$ cat src/rtl/convolutional_encoder_pkg.sv
// Shared constants for the K=7 convolutional encoder: generators, rate codes, FSM encoding.
// The optional puncturing logic is enabled by CONV_PUNCTURING_EN.
package convolutional_encoder_pkg;

    localparam logic [6:0] G0_DEFAULT = 7'o133;
    localparam logic [6:0] G1_DEFAULT = 7'o171;

    localparam logic [1:0] RATE_1_2 = 2'd0;
    localparam logic [1:0] RATE_2_3 = 2'd1;
    localparam logic [1:0] RATE_3_4 = 2'd2;

    localparam int unsigned PUNCT_PERIOD_MAX = 3;
    localparam int unsigned PH_W             = $clog2(PUNCT_PERIOD_MAX);

    localparam logic [1:0] ST_READY  = 2'd0;
    localparam logic [1:0] ST_SEND_A = 2'd1;
    localparam logic [1:0] ST_SEND_B = 2'd2;

    // Generator MSB taps the current input; lower bits walk back through s[0]..s[5].
    function automatic logic conv_tap(input logic [6:0] g, input logic in, input logic [5:0] s);
        logic [6:0] w;
        w = {in, s[0], s[1], s[2], s[3], s[4], s[5]};
        return ^(g & w);
    endfunction

endpackage

$ cat src/rtl/convolutional_encoder_puncture_map.sv
// Puncture pattern lookup: (rate, phase) -> which coded bits to keep and the next phase.
// Only built when CONV_PUNCTURING_EN is defined.
`ifdef CONV_PUNCTURING_EN
module conv_puncture_map
    import convolutional_encoder_pkg::*;
(
    input  logic [1:0]      i_rate,
    input  logic [PH_W-1:0] i_ph,
    output logic            o_keep_a,
    output logic            o_keep_b,
    output logic [PH_W-1:0] o_ph_next
);

    always_comb begin
        o_keep_a  = 1'b1;
        o_keep_b  = 1'b1;
        o_ph_next = '0;
        case (i_rate)
            RATE_2_3: begin
                if (i_ph == '0) begin
                    o_ph_next = PH_W'(1);
                end else begin
                    o_keep_b = 1'b0;
                end
            end
            RATE_3_4: begin
                case (i_ph)
                    PH_W'(0): o_ph_next = PH_W'(1);
                    PH_W'(1): begin
                        o_keep_b  = 1'b0;
                        o_ph_next = PH_W'(2);
                    end
                    default: o_keep_a = 1'b0;
                endcase
            end
            // Rate 1/2 and the reserved code keep both bits and hold phase 0.
            default: ;
        endcase
    end

endmodule
`endif

$ cat src/rtl/convolutional_encoder.sv
// Rate-1/2 K=7 convolutional encoder with serial coded output.
// Define CONV_PUNCTURING_EN to add 802.11a puncturing to rates 2/3 and 3/4.
module convolutional_encoder
    import convolutional_encoder_pkg::*;
#(
    parameter logic [6:0] G0 = G0_DEFAULT,
    parameter logic [6:0] G1 = G1_DEFAULT
) (
    input  logic       i_clk,
    input  logic       i_reset,
    input  logic       i_start,
    input  logic [1:0] i_rate,
    input  logic       i_data,
    input  logic       i_valid,
    output logic       o_ready,
    output logic       o_data,
    output logic       o_valid
);

    logic [1:0] r_state;
    logic [5:0] r_s;
    logic       r_a;
    logic       r_b;
    logic       r_keep_b;

    logic w_keep_a;
    logic w_keep_b;
    logic w_accept;
    logic w_last;
    logic w_a;
    logic w_b;

`ifdef CONV_PUNCTURING_EN
    logic [1:0]      r_rate;
    logic [PH_W-1:0] r_ph;
    logic [PH_W-1:0] w_ph_next;

    conv_puncture_map u_puncture_map (
        .i_rate    (r_rate),
        .i_ph      (r_ph),
        .o_keep_a  (w_keep_a),
        .o_keep_b  (w_keep_b),
        .o_ph_next (w_ph_next)
    );

    always_ff @(posedge i_clk) begin
        if (i_reset) begin
            r_rate <= RATE_1_2;
            r_ph   <= '0;
        end else if (i_start) begin
            r_rate <= i_rate;
            r_ph   <= '0;
        end else if (w_accept) begin
            r_ph <= w_ph_next;
        end
    end
`else
    logic w_unused_rate;

    assign w_keep_a      = 1'b1;
    assign w_keep_b      = 1'b1;
    assign w_unused_rate = ^i_rate;
`endif

    assign w_a = conv_tap(G0, i_data, r_s);
    assign w_b = conv_tap(G1, i_data, r_s);

    // A new bit may enter while the final kept bit of the previous one is on the wire.
    assign w_last   = (r_state == ST_SEND_B) || ((r_state == ST_SEND_A) && !r_keep_b);
    assign o_ready  = ((r_state == ST_READY) || w_last) && !i_start && !i_reset;
    assign w_accept = i_valid && o_ready;

    always_ff @(posedge i_clk) begin
        if (i_reset) begin
            r_state  <= ST_READY;
            r_s      <= '0;
            r_a      <= 1'b0;
            r_b      <= 1'b0;
            r_keep_b <= 1'b0;
        end else if (i_start) begin
            r_state <= ST_READY;
            r_s     <= '0;
        end else if (w_accept) begin
            r_s      <= {r_s[4:0], i_data};
            r_a      <= w_a;
            r_b      <= w_b;
            r_keep_b <= w_keep_b;
            r_state  <= w_keep_a ? ST_SEND_A : ST_SEND_B;
        end else begin
            case (r_state)
                ST_SEND_A: r_state <= r_keep_b ? ST_SEND_B : ST_READY;
                default:   r_state <= ST_READY;
            endcase
        end
    end

    always_comb begin
        o_valid = 1'b0;
        o_data  = 1'b0;
        case (r_state)
            ST_SEND_A: begin
                o_valid = 1'b1;
                o_data  = r_a;
            end
            ST_SEND_B: begin
                o_valid = 1'b1;
                o_data  = r_b;
            end
            default: ;
        endcase
    end

endmodule

$ cat config.mk
export PLATFORM = sky130hd
export DESIGN_NAME = convolutional_encoder
export DESIGN_NICKNAME = d
export VERILOG_FILES = /design/src/rtl/convolutional_encoder_pkg.sv /design/src/rtl/convolutional_encoder_puncture_map.sv /design/src/rtl/convolutional_encoder.sv
export SDC_FILE = /design/constraint.sdc
export NUM_CORES = 1
export LEC_CHECK = 0
export CAP_MARGIN = 10
export CORE_ASPECT_RATIO = 1.1
export CORE_UTILIZATION = 28
export DETAILED_ROUTE_END_ITERATION = 6
export GPL_TIMING_DRIVEN = 0
export PLACE_DENSITY_LB_ADDON = 0.3
export SKIP_CTS_REPAIR_TIMING = 1
export SLEW_MARGIN = 20
export SYNTH_ARGS = -nofsm -noshare
export SYNTH_HDL_FRONTEND = slang
export SYNTH_SLANG_ARGS = --single-unit
$ cat constraint.sdc
create_clock -name i_clk -period 2.5 [get_ports i_clk]
set_input_delay 0.5 -clock i_clk [delete_from_list [all_inputs] [get_ports i_clk]]
set_output_delay 0.5 -clock i_clk [all_outputs]
set_load 0.02 [all_outputs]
Yosys cells after proc, flatten, opt, wreduce, memory -nomap -nowiden
Index checks and enable logic that the tools add are counted.
- reduce and logical (&&, ||, !) cells: 16
- equal/unequal tests: 2
- multiplexer cells: 5
- bitwise operators: 2
- operator list (operator ; number):
    $reduce_xor 7->1 ; 2
    $logic_and 1x1->1 ; 4
    $reduce_or 2->1 ; 2
    $reduce_or 4->1 ; 1
    $logic_not 1->1 ; 3
    $mux 1 ; 3
    $eq 2x1->1 const B ; 1
    $eq 2x2->1 const B ; 1
    $logic_not 2->1 ; 1
    $logic_or 1x1->1 ; 2
    $mux 2 ; 1
    $not 1->1 ; 2
    $pmux 1 s2 ; 1
    $reduce_and 2->1 ; 1
- input bits: 7
- logic and storage cells: 31
- flip-flop bits (word level): 11

Longest topological paths before layout
Gate-level depths: netlist of the first run.
- depth after elaboration: 8
- mapped depth: 6

Worst setup path before layout of the first run
Ideal clock, no wire load.
- path type: register -> output
- start: register r_state[0]
- end: output o_data
- arrival time: 1.114 ns
- data required time: 2.000 ns
- stages on the path, launching flop included: 4
- path slack: 0.886 ns
- cell sequence: dfxtp_1 > inv_1 > ha_1 > nor2b_1
- cells in the longest elaborated chain, start to end: 2
- elaborated cells on any way between the ends: 3
- those cells by class: eq/ne: 2; mux: 1
- ends and longest elaborated chain (element ; line ; RTL):
    from (decl) ; convolutional_encoder.sv:20 ; logic [1:0] r_state;
    from (signal assigned) ; convolutional_encoder.sv:88 ; r_state <= w_keep_a ? ST_SEND_A : ST_SEND_B;
    from (signal assigned) ; convolutional_encoder.sv:91 ; ST_SEND_A: r_state <= r_keep_b ? ST_SEND_B : ST_READY;
    $eq 2x2->1 or $eq 2x1->1 (tied branches) ; convolutional_encoder.sv:100 ; case (r_state)
    $pmux 1 s2 * ; convolutional_encoder.sv:100 ;
    to (decl) ; convolutional_encoder.sv:16 ; output logic o_data,
Every way passes the cells marked *; elsewhere a longest branch is shown, timed or not.

Worst setup path after layout of the first run
- start: input i_reset
- end: output o_ready
- cells in the longest elaborated chain, start to end: 2
- ends and longest elaborated chain (element ; line ; RTL):
    from (decl) ; convolutional_encoder.sv:10 ; input logic i_reset,
    $logic_not 1->1 ; convolutional_encoder.sv:70 ; assign o_ready = ((r_state == ST_READY) || w_last) && !i_start && !i_reset;
    $logic_and 1x1->1 ; convolutional_encoder.sv:70 ;
    to (decl) ; convolutional_encoder.sv:15 ; output logic o_ready,
No other way between the ends.

==> results.md, run 1 <==
* Crit. path cell count at 4
* Initial antenna violation count at 0
* Die Footprint at 2180 sq um
* Cells along the critical path: clkdlybuf4s50_1, nor2_4, o31a_1, clkdlybuf4s50_1
* Fill cells at 193
* Placed cell area at 662 sq um
* Syn nets at 63
* Crit Path Max Fanout at 4
* CP Class: primary input to output port
* DP Wirelength at 644 um
* Vias at 375
* Status: completed
* Pwr per Cell Area at 485 nW/um^2
* Required @ worst endpoint at 2.00 ns
* Starting Density at 30.6%
* Switch share at 22.7%
* Maximum clock insertion buffer count at 2
* Clk network pwr share at 35.0%
* Layout Nets at 77
* Combinational share of power at 11.6%
* DRC at 0
* Antenna viol nets, final at 0
* Drt first pass iters at 1
* CP dominant cell by count: clkdlybuf4s50_1
* Max cap viols at 0
* Core area at 1820 sq um
* Final hold vios at 0
* Die height at 48.8 um
* CTS tree: built
* Max stage delay on crit path at 0.59 ns
* P_int at 264 uW
* CP max-delay cell: clkdlybuf4s50_1
* Yosys top cell by area: dfxtp_1
* Worst R2R End: r_b
* First-pass GRT wire length at 1.63 mm
* IO buf count at 7
* Largest net degree at the start of global routing at 11
* Fmax at 0.417 GHz
* Number of global-route vias before repair at 383
* Clk root buf: clkbuf_4
* Cell area after layout at 703 sq um
* Area contributors post-synth: dfxtp_1, mux2i_1, xnor3_1
* NetSw at 77.4 uW
* DR WL/cell at 9.51 um
* Worst IR Drop VDD at 0.244 mV
* Gr usage total at 10.9%
* Hold Crit Depth at 2
* DRT iter0 DRCs at 0
* Synth warn at 0
* Sequential share of power at 53.4%
* Flops & latches, synth at 11
* CP bufs+invs at 2
* Hold Path Class: register to register
* Post-Syn Area at 558 sq um
* Final Critical Period at 2.40 ns
* Crit end category: output port
* Antenna Cells at 0
* Post-Route WL at 884 um
* Yosys cell types at 17
* Setup skew after layout at 0.00252 ns
* Placer Congestion at 0.662
* Synth-to-layout area growth at 26.0%
* Yosys top cell area share at 39.5%
* Unrepaired setup endpoints after global routing: false
* Worst reg2reg path startpoint: r_state[1]
* Seq/Total Area, Yosys at 39.5%
* Final Setup Violations at 0
* H-tree depth at 1
* Drt via density at 4.03
* Pwr Total at 341 uW
* Reg2Reg Depth at 6
* R2r setup slk at 0.96 ns
* Final slew viol count at 0
* Ports at 10
* Cell family with most CP delay: buffers and inverters
* Slew headroom at 84.6%
* Leak at 0.323 nW
* Worst setup SP type: primary input
* Die Width at 44.6 um
* CTS buffer count at 3
* Skew-Pair Late Insertion Delay at 0.26 ns
* Cells after Synth at 53
* Least-Margin Pin Slew at 0.229 ns
* Hold path start: r_s[3]
* Arrival @ worst endpoint at 1.90 ns
* Clk pin slew, worst setup/hold paths at 0.07 ns
* FP Rows at 16
* Hold Path End: r_s[4]
* Total gr overflow at 0
* Synth Area per Inst at 10.5 sq um
* Layout cells sized above 1 at 13.6%
* Hold WS at 0.457 ns
* Clock sink count at 11
* Ratio of final minimum period to clock period at 96.0%
-- power by group through the flow --
stage / sequential (mW) / combinational [mW] / clock (mW)
global route: 0.183 / 0.0434 / 0.133
floorplan: 0.186 / 0.0231 / 0
finish: 0.182 / 0.0396 / 0.119
global placement: 0.186 / 0.0372 / 0
detailed placement: 0.187 / 0.0377 / 0
CTS: 0.182 / 0.0378 / 0.125
-- through the flow --
stage | TNS, ns | worst slack, ns | util [%] | instances
final | 0 | 0.0997 | 38.6 | 93
after global routing | 0 | 0.0393 | 38.6 | 93
after CTS | -0.0202 | -0.0202 | 37.8 | 91
after detailed placement | -0.0135 | -0.0135 | 36.3 | 87
after global placement | -0.0219 | -0.0219 | 36.3 | 87
after floorplan | 0 | 0.886 | - | 53
-- final cells by class --
class                      instances  area (sq um)  area share, %
multi-input combinational         31           293           41.6
sequential                        11           220           31.3
timing repair buffer               9          85.1           12.1
inverter                          10          37.5           5.34
tap                               27          33.8           4.80
clock buffer                       4          26.3           3.74
buffer                             1          7.51           1.07
-- state kept, by name (all words and copies together), names as in the netlist --
name,count
r_keep_b,1
r_b,1
r_state,2
r_a,1
r_s,6
-- worst min-delay path: stages (launching register included) --
cell,delay (ns)
dfxtp_1,0.31
inv_1,0.05
mux2i_1,0.05
-- cells in the final DEF (no fill, tap or decap) --
master           count
a21oi_1              1
a22oi_1              1
and4_1               1
buf_4                3
clkbuf_1             1
clkbuf_4             3
clkdlybuf4s50_1      7
dfxtp_1             11
ha_1                 3
inv_1               10
mux2i_1              8
nand2_1              6
nand2b_1             2
nor2_4               1
nor2b_1              2
o311ai_2             1
o31a_1               1
xnor2_1              1
xnor2_2              1
xnor3_1              2
-- cell usage after synthesis --
cell type,count
inv_1,10
buf_4,1
nand2b_1,2
xnor2_2,1
dfxtp_1,11
and4_1,1
nor2b_1,2
xnor2_1,1
nor2_4,1
o311ai_2,1
nand2_1,6
ha_1,3
a21oi_1,1
a22oi_1,1
mux2i_1,8
o31a_1,1
xnor3_1,2
-- how the worst max path moves through the flow --
stage	from	slack [ns]	endpoint
floorplan	r_state[0]	0.89	o_data
global placement	i_reset	-0.02	o_ready
detailed placement	i_reset	-0.01	o_ready
CTS	i_reset	-0.02	o_ready
global route	i_reset	0.04	o_ready
finish	i_reset	0.1	o_ready
-- routing by layer --
metal  track usage [%]  part of all wire (%)  vias up  wire length (um)
li1                  -                     -      198                 -
met1              13.2                    46      167               403
met2              14.5                    46        6               411
met3              3.33                   2.5        4                22
met4              10.6                   5.2        0                46
met5                 0                     0        -                 0
-- kinds of logic after synthesis --
group           synth area share [%]
fa+ha+maj                       6.73
buf+inv                         8.07
simple gates                    12.1
mux                             14.4
compound gates                  6.73
xor+xnor                        12.6
flops                           39.5
(Power assumes the default switching activity.)
==> inputs of run 2 (changes only) <==
--- a/config.mk
+++ b/config.mk
@@ -10,6 +10,7 @@
 export CORE_UTILIZATION = 28
 export DETAILED_ROUTE_END_ITERATION = 6
 export GPL_TIMING_DRIVEN = 0
+export MAX_ROUTING_LAYER = met4
 export PLACE_DENSITY_LB_ADDON = 0.3
 export SKIP_CTS_REPAIR_TIMING = 1
 export SLEW_MARGIN = 20
==> run 2 against run 1 <==
Net effect: wire length unchanged; non-clock buffer count unchanged; final cell count unchanged; global-route usage increased by 0.29 points; core utilization unchanged; register-to-register slack about the same; largest power group unchanged.
==> results.md, run 2 (synthesis gave the netlist of run 1 again) <==
* Status: completed
* Hold Crit Depth at 2
* Number of global-route vias before repair at 382
* Reg with most FFs: r_s
* DP Wirelength at 644 um
* Layout Nets at 77
* First-pass GRT wire length at 1.64 mm
* Pwr per Cell Area at 485 nW/um^2
* Setup skew after layout at 0.00252 ns
* Total gr overflow at 0
* Antenna Cells at 0
* CP max-delay cell: clkdlybuf4s50_1
* Worst reg2reg path startpoint: r_state[1]
* Ratio of final minimum period to clock period at 96.0%
* Fill cells at 193
* Die Footprint at 2180 sq um
* DRC at 0
* Worst setup SP type: primary input
* Clock sink count at 11
* Least-Margin Pin Slew at 0.229 ns
* Gr usage total at 11.2%
* Unrepaired setup endpoints after global routing: false
* Initial antenna violation count at 0
* Synth-to-layout area growth at 26.0%
* Top Registers: r_s: 6 flops, r_state: 2 flops
* Highest routed metal layer: met4
* Vias at 375
* Die height at 48.8 um
* IO buf count at 7
* Starting Density at 30.6%
* R2r setup slk at 0.96 ns
* Reg2Reg Depth at 6
* Sequential cell area at 220 sq um
* Clk pin slew, worst setup/hold paths at 0.07 ns
* CP Class: primary input to output port
* Final Critical Period at 2.40 ns
* Ports at 10
* Crit end category: output port
* Drt via density at 4.03
* Crit Path Max Fanout at 4
* Final hold vios at 0
* Hold path start: r_s[3]
* Multi-input logic area at 293 sq um
* DR WL/cell at 9.51 um
* Post-Route WL at 884 um
* Worst IR Drop VDD at 0.244 mV
* Antenna viol nets, final at 0
* Die Width at 44.6 um
* Largest net degree at the start of global routing at 11
* Commonest non-fill, non-tap cell in the layout: dfxtp_1
* Pwr Total at 341 uW
* Met3 Wirelength at 22 um
* Leak at 0.323 nW
* Skew-Pair Late Insertion Delay at 0.26 ns
* CTS tree: built
* Fmax at 0.417 GHz
* Maximum clock insertion buffer count at 2
* Drt first pass iters at 1
* DRT iter0 DRCs at 0
* Max FFs per register at 6
* Cells along the critical path: clkdlybuf4s50_1, nor2_4, o31a_1, clkdlybuf4s50_1
* Max stage delay on crit path at 0.59 ns
* Hold Path Class: register to register
* H-tree depth at 1
* Wire length on met1 at 403 um
* Hold Path End: r_s[4]
* Slew headroom at 84.6%
* Commonest cells after routing, fill and taps aside: dfxtp_1, inv_1, mux2i_1
* Required @ worst endpoint at 2.00 ns
* Cell family with most CP delay: buffers and inverters
* Worst R2R End: r_b
* Final Setup Violations at 0
* Placer Congestion at 0.668
* Final core utilization at 38.6%
* Final slew viol count at 0
* FP Rows at 16
* Layout cells sized above 1 at 13.6%
* CTS buffer count at 3
* Met2 WL at 411 um
* CP dominant cell by count: clkdlybuf4s50_1
* CP bufs+invs at 2
* Core area at 1820 sq um
* Arrival @ worst endpoint at 1.90 ns
* Max cap viols at 0
* Clk root buf: clkbuf_4
==> run 2: worst reg2reg max path: stages (launching register included) <==
cell	delay, ns
dfxtp_1	0.34
inv_1	0.06
ha_1	0.21
nor2b_1	0.16
o311ai_2	0.23
buf_4	0.26
mux2i_1	0.21
==> run 2: final cells by class <==
| cell class | count | area share, % |
|---|---|---|
| Inverter | 10 | 5.34 |
| Buffer | 1 | 1.07 |
| Clock buffer | 4 | 3.74 |
| Tap cell | 27 | 4.80 |
| Sequential cell | 11 | 31.3 |
| Timing Repair Buffer | 9 | 12.1 |
| Multi-Input combinational cell | 31 | 41.6 |
==> run 2: per-layer routing <==
layer | track usage [%] | vias to the layer above
li1 | - | 198
met1 | 13.2 | 167
met2 | 14.5 | 6
met3 | 3.33 | 4
met4 | 10.6 | 0
met5 | - | -
==> run 2: worst max-delay path by stage <==
| stage | from | depth (start not counted) | endpoint | slack [ns] |
|---|---|---|---|---|
| finish | i_reset | 4 | o_ready | 0.1 |
| global route | i_reset | 4 | o_ready | 0.04 |
| global placement | i_reset | 4 | o_ready | -0.02 |
| detailed placement | i_reset | 4 | o_ready | -0.01 |
| CTS | i_reset | 4 | o_ready | -0.02 |
| floorplan | r_state[0] | 3 | o_data | 0.89 |
==> run 2: metrics by stage <==
| step | cells | worst slack, ns | instance area (sq um) | setup TNS, ns | hold WS [ns] |
|---|---|---|---|---|---|
| floorplan | 53 | 0.886 | 558 | 0 | 0.429 |
| global placement | 87 | -0.0219 | 662 | -0.0219 | 0.448 |
| detailed placement | 87 | -0.0135 | 662 | -0.0135 | 0.451 |
| CTS | 91 | -0.0202 | 688 | -0.0202 | 0.462 |
| global route | 93 | 0.0393 | 703 | 0 | 0.477 |
| finish | 93 | 0.0997 | 703 | 0 | 0.457 |
==> run 2: where the power goes <==
group	leakage, nW	switching (mW)	internal (mW)
logic	0.219	0.0170	0.0226
registers	0.0892	0.00282	0.180
clock network	0.0150	0.0577	0.0617
total	0.323	0.0775	0.264
==> inputs of run 3 (changes only) <==
--- a/config.mk
+++ b/config.mk
@@ -11,7 +11,7 @@
 export DETAILED_ROUTE_END_ITERATION = 6
 export GPL_TIMING_DRIVEN = 0
 export MAX_ROUTING_LAYER = met4
-export PLACE_DENSITY_LB_ADDON = 0.3
+export PLACE_DENSITY_LB_ADDON = 0.15
 export SKIP_CTS_REPAIR_TIMING = 1
 export SLEW_MARGIN = 20
 export SYNTH_ARGS = -nofsm -noshare
==> constraint.sdc (replaced) <==
create_clock -name i_clk -period 2.1 [get_ports i_clk]
set_input_delay 0.42 -clock i_clk [delete_from_list [all_inputs] [get_ports i_clk]]
set_output_delay 0.42 -clock i_clk [all_outputs]
set_load 0.02 [all_outputs]
==> run 3 against run 2 <==
Net effect: setup slack improved by 0.020 ns; via count fell by 1.6%; clock skew is 0.0036 ns higher; flip-flop and latch count unchanged; clock power rose by 28%; wire length fell by 4.2%; critical endpoint is now o_valid; largest cell class unchanged; largest power group unchanged; highest routed layer unchanged.
==> results.md, run 3 (synthesis gave the netlist of run 1 again) <==
* Status: completed
* Ratio of final minimum period to clock period at 94.3%
* Core area at 1820 sq um
* Least-Margin Pin Slew at 0.234 ns
* IO buf count at 7
* Number of global-route vias before repair at 367
* Arrival @ worst endpoint at 1.56 ns
* Vias at 369
* Leak at 0.364 nW
* Clk root buf: clkbuf_4
* DR WL/cell at 9.01 um
* Final slew viol count at 0
* Worst setup SP type: register
* Antenna Cells at 0
* Placer Congestion at 0.646
* Initial antenna violation count at 0
* Sequential share of power at 52.2%
* CTS buffer count at 3
* DP Wirelength at 624 um
* Slew headroom at 84.4%
* Final Critical Period at 1.98 ns
* Skew-Pair Late Insertion Delay at 0.27 ns
* Worst IR Drop VDD at 0.229 mV
* Die height at 48.8 um
* Hold Path Class: register to register
* Ports at 10
* Required @ worst endpoint at 1.68 ns
* Top Registers: r_s: 6 flops, r_state: 2 flops
* Post-Route WL at 847 um
* Total gr overflow at 0
* Maximum clock insertion buffer count at 2
* Final Setup Violations at 0
* Antenna viol nets, final at 0
* Max cap viols at 0
* CP Class: register to output port
* Crit Path Max Fanout at 2
* Largest net degree at the start of global routing at 11
* Max FFs per register at 6
* Crit end category: output port
* First-pass GRT wire length at 1.48 mm
* Synth-to-layout area growth at 28.5%
* Drt via density at 3.93
* Reg with most FFs: r_s
* Clk network pwr share at 36.4%
* Switch share at 25.0%
* DRT iter0 DRCs at 4
* Starting Density at 30.6%
* Unrepaired setup endpoints after global routing: false
* P_int at 312 uW
* Clock sink count at 11
* Commonest cells after routing, fill and taps aside: dfxtp_1, inv_1, mux2i_1
* Pwr Total at 416 uW
* Layout Nets at 78
* Combinational share of power at 11.4%
* Fmax at 0.505 GHz
* Pwr per Cell Area at 580 nW/um^2
* Final Non-Filler Cells at 94
* DRC at 0
* Gr usage total at 9.89%
* Layout cells sized above 1 at 16.4%
* Commonest non-fill, non-tap cell in the layout: dfxtp_1
* Clk pin slew, worst setup/hold paths at 0.08 ns
* CTS tree: built
* # placed instances at 87
* Setup skew after layout at 0.00607 ns
* FP Rows at 16
* Drt first pass iters at 3
* Die Width at 44.6 um
* H-tree depth at 1
* Die Footprint at 2180 sq um
* Setup TNS at 0 ns
* NetSw at 104 uW
* Final hold vios at 0
[run 3: changes by cell type in the layout (fill, tap and decap cells not counted)]
cell / previous run / this run
clkinv_2: 0 / 1
clkbuf_1: 1 / 0
buf_4: 3 / 4
clkdlybuf4s50_1: 7 / 5
dlymetal6s2s_1: 0 / 2
[run 3: worst max-delay path, cell delays in order (launching register included)]
cell,delay (ns)
dfxtp_1,0.34
inv_1,0.06
ha_1,0.29
clkdlybuf4s50_1,0.60
[run 3: metrics by stage]
step	cell area (sq um)	utilization (%)	hold slack (ns)	setup WS (ns)
detailed placement	662	36.3	0.452	-0.253
global placement	662	36.3	0.447	-0.261
global route	717	39.4	0.486	0.0474
floorplan	558	-	0.429	0.566
CTS	689	37.8	0.471	-0.253
finish	717	39.4	0.465	0.120
[run 3: area by class of cell]
class                   instances  area [sq um]
flip-flops and latches         11           220
inverters                      10          37.5
plain buffers                   1          7.51
fillers                       189          1100
repair buffers                 10          97.6
clock buffers                   3          22.5
well taps                      27          33.8
clock inverters                 1          5.00
multi-input cells              31           293
[run 3: metal layers]
metal | track usage [%] | share of wire (%) | vias up
met2 | 14.7 | 47 | 4
met3 | 2.22 | 2.6 | 2
met4 | 6.06 | 0.94 | 0
li1 | - | - | 198
met5 | - | 0 | -
met1 | 11.9 | 49 | 165
[run 3: path summary, 6_finish.rpt]
path / start / endpoint / slack (ns) / cells past startpoint
setup / recovery: r_state[0] / o_valid / 0.12 / 3
hold / removal: r_s[3] / r_s[4] / 0.47 / 2
setup reg to reg: r_state[1] / r_s[5] / 0.59 / 6
hold reg to reg: r_s[3] / r_s[4] / 0.47 / 2
[run 3: power by group through the flow]
stage	Sequential (mW)	Clock [mW]	Combinational [mW]
2_1_floorplan	0.221	0	0.0275
3_3_place_gp	0.222	0	0.0448
3_5_place_dp	0.222	0	0.0445
4_1_cts	0.217	0.156	0.0446
5_1_grt	0.218	0.167	0.0521
6_report	0.217	0.152	0.0475
